[config.mk]
export PLATFORM = sky130hd
export DESIGN_NAME = program_counter
export DESIGN_NICKNAME = d
export VERILOG_FILES = /design/src/rtl/core_pkg.sv /design/src/rtl/program_counter.sv
export SDC_FILE = /design/constraint.sdc
export NUM_CORES = 1
export LEC_CHECK = 0
export CAP_MARGIN = 20
export CELL_PAD_IN_SITES_DETAIL_PLACEMENT = 0
export CELL_PAD_IN_SITES_GLOBAL_PLACEMENT = 1
export CORE_ASPECT_RATIO = 0.8
export CORE_MARGIN = 10
export CORE_UTILIZATION = 22
export DETAILED_ROUTE_END_ITERATION = 10
export GPL_TIMING_DRIVEN = 0
export PLACE_DENSITY = 0.74
export SYNTH_ARGS = -nofsm -noshare
export SYNTH_HDL_FRONTEND = slang
export SYNTH_SLANG_ARGS = --single-unit
[constraint.sdc]
create_clock -name clk -period 1.6 [get_ports clk]
set_input_delay 0.32 -clock clk [delete_from_list [all_inputs] [get_ports clk]]
set_output_delay 0.32 -clock clk [all_outputs]
set_load 0.005 [all_outputs]
[src/rtl/core_pkg.sv]
// Shared RV32I core constants: datapath width, reset vector and instruction size.
package core_pkg;

  localparam int unsigned XLEN         = 32;
  localparam logic [31:0] RESET_VECTOR = 32'h0000_0000;
  localparam int unsigned INSTR_BYTES  = 4;

endpackage : core_pkg

[src/rtl/program_counter.sv]
// IF-stage program counter: loads pc_next every cycle and offers pc + 4 to the next-PC mux.
module program_counter #(
  parameter int unsigned          XLEN         = core_pkg::XLEN,
  parameter logic [XLEN-1:0]      RESET_VECTOR = XLEN'(core_pkg::RESET_VECTOR)
) (
  input  logic            clk,
  input  logic            reset,
  input  logic [XLEN-1:0] pc_next,
  output logic [XLEN-1:0] pc,
  output logic [XLEN-1:0] pc_plus4
);

  logic [XLEN-1:0] pc_q;

  // Misaligned targets pass through untouched; exception logic downstream flags them.
  always_ff @(posedge clk) begin
    if (!reset) begin
      pc_q <= RESET_VECTOR;
    end else begin
      pc_q <= pc_next;
    end
  end

  assign pc       = pc_q;
  assign pc_plus4 = pc_q + XLEN'(core_pkg::INSTR_BYTES);

endmodule : program_counter

### After elaboration in Yosys (flattened, before gate mapping)

Cells that the tools add are included.
Widths: inputs -> output; s select.

| cells by class | value |
|---|---|
| add/sub/neg operators | 1 |

Operator list:

| cell | number |
|---|---|
| $add 32x3->32 const B | 1 |

| storage, ports and cells | value |
|---|---|
| register bits | 32 |
| input port bits | 34 |

### Longest topological paths before layout

| depth | value |
|---|---|
| word-level depth | 1 |
| gate-level depth with buffers | 5 |

### Worst setup path after synthesis

No wires, ideal clock.

| timing path | value |
|---|---|
| path kind | register to output |
| from | register pc_q[2], in the netlist pc[2] |
| to | output port pc_plus4[28] |
| arrival | 1.437 ns |
| buffers on the path | 0 |
| cell stages (with the launch flop) | 6 |
| slack | -0.157 ns |
| cells stage by stage | dfxtp_1 ha_1 nand3_1 nor4_4 nand4_1 xnor2_1 |

| between the ends | value |
|---|---|
| cells in the longest elaborated chain, start to end | 1 |

RTL lines:

| item | RTL line | RTL |
|---|---|---|
| start: declaration | program_counter.sv:13 | `logic [XLEN-1:0] pc_q;` |
| start signal: assignment | program_counter.sv:20 | `pc_q <= pc_next;` |
| $add 32x3->32 | program_counter.sv:25 | `assign pc_plus4 = pc_q + XLEN'(core_pkg::INSTR_BYTES);` |
| end: declaration | program_counter.sv:10 | `output logic [XLEN-1:0] pc_plus4` |

Every way passes these cells.

### Worst setup path in the final report

| timing path | value |
|---|---|
| from | register pc_q[2], in the netlist pc[2] |
| to | output port pc_plus4[15] |

The elaborated chain is that of the path after synthesis.

==> results by group <==
Status
  – Status: finished, violations left
  – Failing checks: setup timing

Power
  – Worst VDD drop: 0.416 mV
  – Final total power: 2.04 mW
  – Leakage: 1.40 nW
  – PwrDens: 662 mW/mm²

Timing
  – Endpoints failing hold: 0
  – Setup ws final: -0.551 ns
  – Tcrit/Tclk final: 134%
  – Final Slew Violations: 0
  – Unrepaired setup endpoints after global routing: true
  – Slew HR: 76.3%
  – Tmin final: 2.15 ns
  – Worst-Margin Slew: 0.355 ns
  – Hold WS: 0.592 ns
  – Max Clk Rate: 465 MHz
  – Setup TNS Final: -10.95 ns
  – Setup violations, final: 27

Route
  – Routed vias: 1521
  – Wirelength per Cell: 14.6 µm
  – Iteration-0 DRC Markers: 47
  – # DRC: 0
  – Vias per cell: 4.07
  – ANT nets after route: 0
  – DRT Pass-1 Iters: 4
  – Final wirelength: 5.45 mm

Synth
  – Net Count, Synth: 185
  – Mapped Cells: 150
  – Yosys top cell by area: dfxtp_1
  – Sequential area share after synthesis: 44.7%
  – Warnings from Yosys: 0
  – Mapped Area: 0.00143 mm²
  – Mean Syn Cell Area: 9.55 µm²
  – Share of the synthesized area in the top cell type: 44.7%
  – Yosys reg bits: 32
  – Synth area leaders: dfxtp_1 45%, and2_1 14%, xnor2_1 13%
  – Distinct cells, synth: 20

Floorplan
  – Die height: 92.2 µm
  – Starting density of the core: 22.6%
  – IO Count: 98
  – Die width: 110 µm
  – Core area: 0.00634 mm²
  – Rows: 26
  – Die area: 0.0102 mm²

Layout
  – Fillers: 612
  – Layout cells sized above 1: 43.4%
  – Reg area: 694 µm²
  – Multi-input gate area: 956 µm²
  – # diodes: 0
  – Final core area utilization: 48.5%
  – Finished Layout Cells: 374
  – Area grow syn2layout: 115%
  – Final net count: 324
  – Final Cell Area: 0.00307 mm²
  – Max reg flops: 32

Flow run
  – MaxCap Viol Count: 0

Place
  – Pre-CTS WS: -0.867 ns
  – Post-DP HPWL: 3.93 mm
  – Placed Cells: 331
  – Routability congestion estimate: 0.666
  – Area after DPL: 0.00258 mm²
  – IO buf count: 97

Worst hold path
  – Type of the tightest min-delay check: primary input to flop

Global route
  – GR Overflow Total: 0
  – Antenna violations before repair: 0
  – First-pass GRT wire length: 7.96 mm
  – GRT Util Overall: 10.0%
  – Largest net degree at the start of global routing: 11
  – Vias in the first global route: 1523

Setup path
  – Worst Path Required: 1.28 ns
  – WP data arrival: 1.83 ns
  – Peak fanout along the critical path: 3
  – Startpoint type of the worst setup path: flop
  – Crit Path Class: flop to primary output
  – Worst setup EP type: primary output

Clocking
  – Clock slew at reported path FFs: 0.07 ns
  – CTS tree: built
  – Clk root buf: clkbuf_8
  – Clk sinks: 32
  – Clock tree buffer depth: 2
  – CTS Buf Count: 5
  – H-tree levels: 2
placed cells by master (no fill, tap or decap), types with 2 or more instances in the layout:
cell type / count
clkdlybuf4s50_1: 61
and2_1: 33
buf_2: 28
buf_4: 22
xnor2_1: 15
buf_6: 14
dfxtp_2: 13
dfxtp_4: 10
nand4_1: 9
dfxtp_1: 9
nand2_1: 7
xor2_1: 7
clkbuf_8: 7
xnor2_2: 6
nand3_1: 5
nor2_4: 4
dlymetal6s2s_1: 4
dlygate4sd2_1: 4
nand3_4: 3
nand3_2: 3
clkbuf_1: 3
nor4_4: 2
nor2_1: 2
inv_1: 2
and3_1: 2
nand2_4: 2
or2_4: 2
nor3_4: 2
final timing paths:
check	from	end	slack, ns	cells past startpoint
worst min-delay path	pc_next[23]	pc[23]	0.59	2
worst max-delay path	pc[2]	pc_plus4[15]	-0.55	6
where the power goes:
part | switching [mW] | leakage [nW] | internal [mW] | total, mW
sequential | 0.0558 | 0.276 | 0.837 | 0.893
clock | 0.302 | 0.0627 | 0.487 | 0.789
combinational | 0.108 | 1.06 | 0.246 | 0.354
cell usage after synthesis:
library cell and count:
and2_1 33, dfxtp_1 32, xnor2_1 21, nand2_1 10
nand3_1 10, nand4_1 9, nor2_1 7, xor2_1 7
clkbuf_1 3, nor3_1 3, and3_1 2, buf_4 2
inv_1 2, nor4_4 2, or2_2 2, and4_1 1
and4_2 1, ha_1 1, nand3_2 1, nand4_2 1
cells by family after synthesis:
group	share of synthesized area [%]
and+or+nand+nor	34.9
adders and majority gates	0.873
buffers and inverters	2.36
xor gates and xnor gates	17.1
DFF	44.7
layer usage:
layer  global-route usage, %  routed length [µm]  vias to the layer above  part of all wire, %
met5                       0                   0                        -                    0
met4                    1.92                  16                        0                 0.29
met3                    5.03                 610                        2                   11
met2                    18.2                2850                       51                   52
met1                    10.1                1970                      697                   36
li1                        -                   -                      771                    -
critical path, cell delays in order (launching register included):
cell and delay, ns:
dfxtp_4 0.37, nand4_1 0.24, or2_4 0.35, buf_6 0.12, nor3_4 0.18, xor2_1 0.15
buf_2 0.14
area by class of cell:
cell class	instances	share of cell area (%)
multi-input cells	111	31.1
inverters	2	0.244
flip-flops and latches	32	22.6
repair buffers	132	37.9
plain buffers	5	0.855
clock buffers	8	3.95
well taps	84	3.42
what timing repair did:
item                                    CTS  global route
pin swaps                                26            23
setup buffers                            28            12
hold buffers                              0             0
endpoints found under the setup margin   31            37
gates resized for setup                 159            29
(Power assumes the default switching activity.)
